===== src/rtl/imem_dmem_arbiter_pkg.sv =====
// Shared types and constants for the instruction/data memory arbiter.
// The owner tag records which requester the memory read data belongs to
// in the cycle after a grant.
package mem_arb_pkg;

    localparam int DATA_W     = 32;
    localparam int WORD_BYTES = 4;

    typedef enum logic [1:0] {
        OWN_NONE = 2'd0,
        OWN_I    = 2'd1,
        OWN_D_RD = 2'd2,
        OWN_D_WR = 2'd3
    } owner_e;

endpackage


===== src/rtl/imem_dmem_arbiter_if.sv =====
// Bundle of the fetch port, the load/store port and the memory port.
// The slave view is the arbiter itself; the master view is whatever sits
// around it (the core on one side and the memory on the other).
interface imem_dmem_arbiter_if
    import mem_arb_pkg::*;
#(
    parameter int AW = 9
);

    logic              i_req;
    logic [DATA_W-1:0] i_addr;
    logic              i_gnt;
    logic              i_rvalid;
    logic [DATA_W-1:0] i_rdata;

    logic              d_req;
    logic              d_we;
    logic [DATA_W-1:0] d_addr;
    logic [DATA_W-1:0] d_wdata;
    logic              d_gnt;
    logic              d_rvalid;
    logic [DATA_W-1:0] d_rdata;

    logic              mem_en;
    logic              mem_we;
    logic [AW-1:0]     mem_addr;
    logic [DATA_W-1:0] mem_wd;
    logic [DATA_W-1:0] mem_rd;

    modport slave (
        input  i_req, i_addr, d_req, d_we, d_addr, d_wdata, mem_rd,
        output i_gnt, i_rvalid, i_rdata, d_gnt, d_rvalid, d_rdata,
               mem_en, mem_we, mem_addr, mem_wd
    );

    modport master (
        output i_req, i_addr, d_req, d_we, d_addr, d_wdata, mem_rd,
        input  i_gnt, i_rvalid, i_rdata, d_gnt, d_rvalid, d_rdata,
               mem_en, mem_we, mem_addr, mem_wd
    );

endinterface


===== src/rtl/imem_dmem_arbiter_sat_counter.sv =====
// Saturating up-counter with a synchronous clear. Clear beats increment,
// and the count sticks at MAX until cleared.
module sat_counter #(
    parameter int MAX = 3,
    localparam int CW = $clog2(MAX + 1)
) (
    input  logic          clk,
    input  logic          reset,
    input  logic          inc,
    input  logic          clr,
    output logic [CW-1:0] count,
    output logic          at_max
);

    assign at_max = (count == CW'(MAX));

    // Count up while asked to, stop at MAX, drop to zero on clear or reset.
    always_ff @(posedge clk) begin
        if (reset) begin
            count <= '0;
        end else if (clr) begin
            count <= '0;
        end else if (inc && !at_max) begin
            count <= count + CW'(1);
        end
    end

endmodule


===== src/rtl/imem_dmem_arbiter.sv =====
// Arbiter sharing one single-ported synchronous word memory between the
// instruction-fetch port and the load/store port. Data wins by default;
// a fetch that has been refused MAX_WAIT cycles in a row wins next.
// Read data comes back one cycle after the grant, steered by an owner tag.
module imem_dmem_arbiter
    import mem_arb_pkg::*;
#(
    parameter int AW       = 9,
    parameter int MAX_WAIT = 3
) (
    input logic                 clk,
    input logic                 reset,
    imem_dmem_arbiter_if.slave  bus
);

    localparam int CW = $clog2(MAX_WAIT + 1);

    logic          grant_i;
    logic          grant_d;
    logic [CW-1:0] wait_cnt;
    logic          wait_max;
    owner_e        inflight;
    owner_e        inflight_nxt;

    // Address bits the word memory never sees: byte offset and wrap bits.
    logic unused_addr_bits;
    assign unused_addr_bits = &{1'b0, bus.i_addr[DATA_W-1:AW+2], bus.i_addr[1:0],
                                bus.d_addr[DATA_W-1:AW+2], bus.d_addr[1:0]};

    sat_counter #(
        .MAX (MAX_WAIT)
    ) u_wait_cnt (
        .clk    (clk),
        .reset  (reset),
        .inc    (bus.i_req && !grant_i),
        .clr    (grant_i || !bus.i_req),
        .count  (wait_cnt),
        .at_max (wait_max)
    );

    // Pick the winner for this cycle and drive the memory port from it.
    always_comb begin
        grant_i      = 1'b0;
        grant_d      = 1'b0;
        bus.mem_en   = 1'b0;
        bus.mem_we   = 1'b0;
        bus.mem_addr = '0;
        bus.mem_wd   = '0;
        inflight_nxt = OWN_NONE;
        if (!reset) begin
            grant_i = bus.i_req && (!bus.d_req || wait_max);
            grant_d = bus.d_req && !grant_i;
        end
        if (grant_i) begin
            bus.mem_en   = 1'b1;
            bus.mem_addr = bus.i_addr[AW+1:2];
            bus.mem_wd   = bus.d_wdata;
            inflight_nxt = OWN_I;
        end else if (grant_d) begin
            bus.mem_en   = 1'b1;
            bus.mem_we   = bus.d_we;
            bus.mem_addr = bus.d_addr[AW+1:2];
            bus.mem_wd   = bus.d_wdata;
            inflight_nxt = bus.d_we ? OWN_D_WR : OWN_D_RD;
        end
    end

    assign bus.i_gnt = grant_i;
    assign bus.d_gnt = grant_d;

    // Remember who owns the memory read data arriving next cycle.
    always_ff @(posedge clk) begin
        if (reset) begin
            inflight <= OWN_NONE;
        end else begin
            inflight <= inflight_nxt;
        end
    end

    // Steer the response; a reset cycle suppresses any response still in flight.
    always_comb begin
        bus.i_rvalid = 1'b0;
        bus.i_rdata  = '0;
        bus.d_rvalid = 1'b0;
        bus.d_rdata  = '0;
        if (!reset) begin
            case (inflight)
                OWN_I: begin
                    bus.i_rvalid = 1'b1;
                    bus.i_rdata  = bus.mem_rd;
                end
                OWN_D_RD: begin
                    bus.d_rvalid = 1'b1;
                    bus.d_rdata  = bus.mem_rd;
                end
                OWN_D_WR: begin
                    bus.d_rvalid = 1'b1;
                end
                default: begin
                end
            endcase
        end
    end

endmodule


===== src/flat_wrapper.sv =====
// flat-port wrapper written by rule: the top's interface ports become plain ports
module imem_dmem_arbiter_flat import mem_arb_pkg::*;
#(
    parameter int AW       = 9,
    parameter int MAX_WAIT = 3
)
  (clk, reset, bus_i_req, bus_i_addr, bus_d_req, bus_d_we, bus_d_addr, bus_d_wdata, bus_mem_rd, bus_i_gnt, bus_i_rvalid, bus_i_rdata, bus_d_gnt, bus_d_rvalid, bus_d_rdata, bus_mem_en, bus_mem_we, bus_mem_addr, bus_mem_wd);
  imem_dmem_arbiter_if #(.AW(AW)) bus_i ();
  input logic clk;
  input logic reset;
  input wire logic [$bits(bus_i.i_req)-1:0] bus_i_req;
  input wire logic [$bits(bus_i.i_addr)-1:0] bus_i_addr;
  input wire logic [$bits(bus_i.d_req)-1:0] bus_d_req;
  input wire logic [$bits(bus_i.d_we)-1:0] bus_d_we;
  input wire logic [$bits(bus_i.d_addr)-1:0] bus_d_addr;
  input wire logic [$bits(bus_i.d_wdata)-1:0] bus_d_wdata;
  input wire logic [$bits(bus_i.mem_rd)-1:0] bus_mem_rd;
  output wire logic [$bits(bus_i.i_gnt)-1:0] bus_i_gnt;
  output wire logic [$bits(bus_i.i_rvalid)-1:0] bus_i_rvalid;
  output wire logic [$bits(bus_i.i_rdata)-1:0] bus_i_rdata;
  output wire logic [$bits(bus_i.d_gnt)-1:0] bus_d_gnt;
  output wire logic [$bits(bus_i.d_rvalid)-1:0] bus_d_rvalid;
  output wire logic [$bits(bus_i.d_rdata)-1:0] bus_d_rdata;
  output wire logic [$bits(bus_i.mem_en)-1:0] bus_mem_en;
  output wire logic [$bits(bus_i.mem_we)-1:0] bus_mem_we;
  output wire logic [$bits(bus_i.mem_addr)-1:0] bus_mem_addr;
  output wire logic [$bits(bus_i.mem_wd)-1:0] bus_mem_wd;
  assign bus_i.i_req = bus_i_req;
  assign bus_i.i_addr = bus_i_addr;
  assign bus_i.d_req = bus_d_req;
  assign bus_i.d_we = bus_d_we;
  assign bus_i.d_addr = bus_d_addr;
  assign bus_i.d_wdata = bus_d_wdata;
  assign bus_i.mem_rd = bus_mem_rd;
  assign bus_i_gnt = bus_i.i_gnt;
  assign bus_i_rvalid = bus_i.i_rvalid;
  assign bus_i_rdata = bus_i.i_rdata;
  assign bus_d_gnt = bus_i.d_gnt;
  assign bus_d_rvalid = bus_i.d_rvalid;
  assign bus_d_rdata = bus_i.d_rdata;
  assign bus_mem_en = bus_i.mem_en;
  assign bus_mem_we = bus_i.mem_we;
  assign bus_mem_addr = bus_i.mem_addr;
  assign bus_mem_wd = bus_i.mem_wd;
  imem_dmem_arbiter #(.AW(AW), .MAX_WAIT(MAX_WAIT)) u_core (.clk(clk), .reset(reset), .bus(bus_i));
endmodule

===== config.mk =====
export PLATFORM = sky130hd
export DESIGN_NAME = imem_dmem_arbiter_flat
export DESIGN_NICKNAME = d
export VERILOG_FILES = /design/src/rtl/imem_dmem_arbiter_pkg.sv /design/src/rtl/imem_dmem_arbiter_if.sv /design/src/rtl/imem_dmem_arbiter_sat_counter.sv /design/src/rtl/imem_dmem_arbiter.sv /design/src/flat_wrapper.sv
export SDC_FILE = /design/constraint.sdc
export NUM_CORES = 1
export LEC_CHECK = 0
export ABC_AREA = 1
export CELL_PAD_IN_SITES_DETAIL_PLACEMENT = 0
export CELL_PAD_IN_SITES_GLOBAL_PLACEMENT = 1
export CORE_MARGIN = 4
export CORE_UTILIZATION = 10
export CTS_CLUSTER_DIAMETER = 50
export DETAILED_ROUTE_END_ITERATION = 7
export PLACE_DENSITY = 0.95
export SYNTH_ARGS = -nofsm -noshare
export SYNTH_HDL_FRONTEND = slang
export SYNTH_HIERARCHICAL = 1
export SYNTH_SLANG_ARGS = --single-unit
export TNS_END_PERCENT = 5

===== constraint.sdc =====
create_clock -name clk -period 1.8 [get_ports clk]
set_input_delay 0.36 -clock clk [delete_from_list [all_inputs] [get_ports clk]]
set_output_delay 0.36 -clock clk [all_outputs]
set_load 0.02 [all_outputs]

; After elaboration in Yosys (flattened, before gate mapping)
; Cells that the tools add are included.
[op_classes]
eq_ne = 4
bitwise_logic = 1
n_addsub = 1
muxes = 21
reduce_logical = 14
[ops]
columns = cell, n
row1 = $mux 32, 6
row2 = $mux 9, 2
row3 = $mux 1, 13
row4 = $eq 2x2->1 const B, 3
row5 = $logic_not 1->1, 5
row6 = $logic_and 1x1->1, 4
row7 = $reduce_or 2->1, 2
row8 = $reduce_or 3->1, 1
row9 = $add 2x1->2 const B, 1
row10 = $eq 2x1->1 const B, 1
row11 = $logic_or 1x1->1, 2
row12 = $not 1->1, 1
[word_totals]
output_inout_bits = 111
register_bits = 4
input_bits = 133
elab_cells = 44

; Depth between registers and ports, before layout
[depth]
ltp_word = 8
depth_mapped = 11
depth_no_buf = 10

; Hierarchy
; The synthesis kept the hierarchy.
[modules_own_cells]
columns = module, seq_area_each_um2, n_inst, cells_each, area_each_um2
row1 = imem_dmem_arbiter, 40.0, 1, 227, 1011.0
row2 = sat_counter, 40.0, 1, 16, 106.4

; Worst setup path after synthesis
; No wires, ideal clock.
[synth_path]
path_kind = in2out
start = input port reset
end = output port bus_d_rdata[10]
path_slack_ps = 252
path_stages = 4
t_arrival_ps = 1188
cell_sequence = nor2_2 > nand2_2 > buf_6 > nor2_1
[synth_via]
elab_chain_cells = 1
[synth_rtl]
columns = item, line_no
row1 = "start, declared", flat_wrapper.sv:10  ; input logic reset;
row2 = $mux 32, imem_dmem_arbiter.sv:86  ; if (!reset) begin
row3 = "end, declared", flat_wrapper.sv:23  ; output wire logic [$bits(bus_i.d_rdata)-1:0] bus_d_rdata;
; Every way passes these cells.

; Final worst setup path
[layout_path]
start = input port reset
end = output port bus_i_rdata[19]
[layout_via]
elab_chain_cells = 1
[layout_rtl]
columns = item, line_no
row1 = $mux 32, imem_dmem_arbiter.sv:86
row2 = "end, declared", flat_wrapper.sv:20  ; output wire logic [$bits(bus_i.i_rdata)-1:0] bus_i_rdata;
; Every way passes these cells.

==> run_results.csv <==
group,metric,value,unit
drt,antenna_left,0,
global_route,grt-ovfl-total,0,
timing,min_period_over_period,0.9652,
placed_design,dp_slack,-0.6129,ns
synthesis,syn_nets,377,
placed_design,numPortBuffers,197,
clock_tree,cts-htree-levels,1,
clock_tree,clkTransAtPathRegs,0.03,ns
layout,layout-drive-gt1-share,0.3497,
power,max-vdd-ir-drop,0.2656,mV
critical_path,worstPathMaxFanout,33,
timing,final_hold_viol_count,0,
run_status,status,"complete, no violations",
global_route,grt_usage,0.09429,
synthesis,ys_types,16,
synthesis,synth_top_cell_by_area,"nor2_1",
synthesis,synthFlopType,"dfxtp_1",
placed_design,dp_hpwl,5770,um
critical_path,cpPeakStageDelay,0.27,ns
layout,nets,585,
clock_tree,cts.sinks,4,
timing,tightest_slew,0.2253,ns
critical_path,start_kind,"input port",
critical_path,slowest_stage,"clkdlybuf4s15_2",
flow_run,maxCapViolations,0,
critical_path,cp-startpoint,"reset",
power,fin_total_pwr,0.0009255,W
layout,design_area,0.003082,mm2
critical_path,critPathRequiredTime,1.44,ns
synthesis,ys_ff_latch,4,
clock_tree,numCtsBuffers,3,
critical_path,crit_family,"buffers and inverters",
critical_path,rrSetupSlack,0.39,ns
clock_tree,clk_path_buf_depth,2,
global_route,grt_pass1_vias,2164,
critical_path,crit_cells,6,
layout,fillers,1242,
critical_path,crit_buf_inv,4,
timing,slew_violations,0,
synthesis,seq_area_frac_synth,0.07167,
worst_hold_path,min_path_type,"register to register",
drt,drt_first_pass_iters,5,
critical_path,crit_chain,"clkdlybuf4s15_1 -> inv_2 -> nand3_4 -> buf_12 -> nor2_1 -> clkdlybuf4s15_2",
synthesis,synth_warnings,6,
power,powerDensity,300.3,mW/mm2
timing,fin_hold_ws,0.4902,ns
timing,finalSetupViolCount,0,
floorplanning,ioPinCount,244,
global_route,grt_max_degree,34,
critical_path,worstReg2RegStart,"u_core/u_wait_cnt/count[1]",
global_route,grt_pass1_wl,10150,um
layout,antenna_cells,0,
timing,rsz0062_at_grt,"yes",
timing,min_period,1.737,ns
clock_tree,tritoncts,"built",
clock_tree,clock_latency,0.22,ns
layout,finalNonFillerCells,589,
timing,worst_slack,0.06256,ns
placed_design,gp_congestion,0.8569,
global_route,antenna_found_initial,0,
floorplanning,die_area,0.01293,mm2
floorplanning,fp.dieW,113.7,um
drt,wl_per_cell,11.66,um
critical_path,worst-setup-path-type,"input port to output port",
synthesis,syn-instance-count,243,
drt,drc,0,
synthesis,synth_common_cells,"nor2_1 (101), inv_1 (76), nand2_1 (15)",
layout,syn_to_final_growth,175.8,%
synthesis,synth_area_leaders,"nor2_1 (34%), inv_1 (26%), dfxtp_1 (7.2%), nand3_1 (5.4%), buf_4 (5.4%)",
critical_path,rr_worst_depth,12,
synthesis,avgSynthCellArea,4.598,um2
timing,slew_headroom,0.8498,
drt,vias,2143,
critical_path,arrival,1.38,ns
drt,avgViaCountPerCell,3.638,
drt,wl,6866,um
critical_path,crit_path_end_kind,"output port",
floorplanning,core-area,0.01089,mm2
synthesis,async_flop_share,0,
clock_tree,hold_buffers,0,
synthesis,synth_top_area_frac,0.3393,
timing,clock_skew,0.003375,ns
drt,drt_iter0_drc,72,
critical_path,reg2reg_to,"u_core/u_wait_cnt/count[0]",
power,power_leakage,1.834,nW
timing,fmax,0.5756,GHz
placed_design,dpl.cell_count,584,
floorplanning,rows,38,
floorplanning,start_util,0.1026,
synthesis,synth_edf_count,0,
placed_design,dpl-instance-area,0.003326,mm2
floorplanning,die_y,113.7,um
critical_path,crit_path_end,"bus_i_rdata[19]",
synthesis,yosysMostFrequentCell,"nor2_1",
clock_tree,root_buffer,"clkbuf_8",
synthesis,netlist_area,0.001117,mm2
cells in the final DEF, fill, tap and decap left out, drive strengths merged:
| cell | Yosys | final |
|---|---|---|
| nor2 | 104 | 104 |
| buf | 14 | 102 |
| clkdlybuf4s50 | 0 | 83 |
| inv | 79 | 79 |
| clkdlybuf4s15 | 0 | 23 |
| nand2 | 17 | 17 |
| nand3 | 14 | 14 |
| nand4 | 9 | 9 |
| clkbuf | 0 | 9 |
| dfxtp | 4 | 4 |
| dlygate4sd2 | 0 | 2 |
| bufbuf | 0 | 1 |
| o21ai | 1 | 1 |
| ha | 1 | 1 |
per-layer routing:
| layer | wire (um) | track usage | vias to the layer above |
|---|---|---|---|
| met5 | 0 | 0 | - |
| met4 | 80 | 0.01923 | 0 |
| met3 | 681 | 0.02281 | 8 |
| met2 | 3537 | 0.1896 | 115 |
| met1 | 2566 | 0.09737 | 935 |
| li1 | - | - | 1085 |
area by class of cell:
| class | count | area [um2] | share of cell area |
|---|---|---|---|
| inverter | 79 | 296.5 | 0.09622 |
| tap | 140 | 175.2 | 0.05684 |
| clock buffer | 3 | 41.29 | 0.01340 |
| timing repair buffer | 217 | 1819 | 0.5903 |
| sequential | 4 | 82.58 | 0.02680 |
| multi-input combinational | 146 | 666.9 | 0.2164 |
state kept, by name, indices dropped and copies added, names as in the netlist:
register,count
u_core/inflight,2
u_core/u_wait_cnt/count,2
worst min-delay path by stage:
| stage | startpoint | cells past startpoint | end |
|---|---|---|---|
| finish | u_core/u_wait_cnt/count[1] | 2 | u_core/u_wait_cnt/count[1] |
| global route | u_core/u_wait_cnt/count[1] | 2 | u_core/u_wait_cnt/count[1] |
| CTS | u_core/u_wait_cnt/count[1] | 2 | u_core/u_wait_cnt/count[1] |
| detailed placement | u_core/u_wait_cnt/count[1] | 2 | u_core/u_wait_cnt/count[1] |
| global placement | u_core/u_wait_cnt/count[1] | 2 | u_core/u_wait_cnt/count[1] |
| floorplan | u_core/u_wait_cnt/count[1] | 2 | u_core/u_wait_cnt/count[1] |
stage by stage:
step	setup TNS (ns)	util
6_report	0	0.2830
5_1_grt	-0.006092	0.2830
4_1_cts	-0.06786	0.2998
3_5_place_dp	-57.47	0.3054
3_3_place_gp	-55.54	0.3054
2_1_floorplan	0	-
tightest hold or removal path: cells and delay by family, from the launching register on:
kind | cells | cell delay [ns]
flip-flops | 1 | 0.32
AND/OR/NAND/NOR | 2 | 0.13
power by group:
part	leakage, nW	switching (W)	internal, W
logic	1.78	0.000312	0.000327
registers	0.0338	0.00000307	0.0000944
clock network	0.0216	0.0000467	0.000143
cell families after synthesis:
| group | Yosys count | share of synthesized area |
|---|---|---|
| AOI/OAI and AO/OA | 1 | 0.007840 |
| adders and majority gates | 1 | 0.01120 |
| buffers and inverters | 93 | 0.3628 |
| DFF | 4 | 0.07167 |
| and+or+nand+nor | 144 | 0.5465 |
repair_timing:
item	in CTS	in global routing
setup endpoints to repair	110	102
gates cloned	1	0
setup buffers	1	0
resized for setup	371	78
pin swaps	1	1
Power figures use the tool's default switching activity.
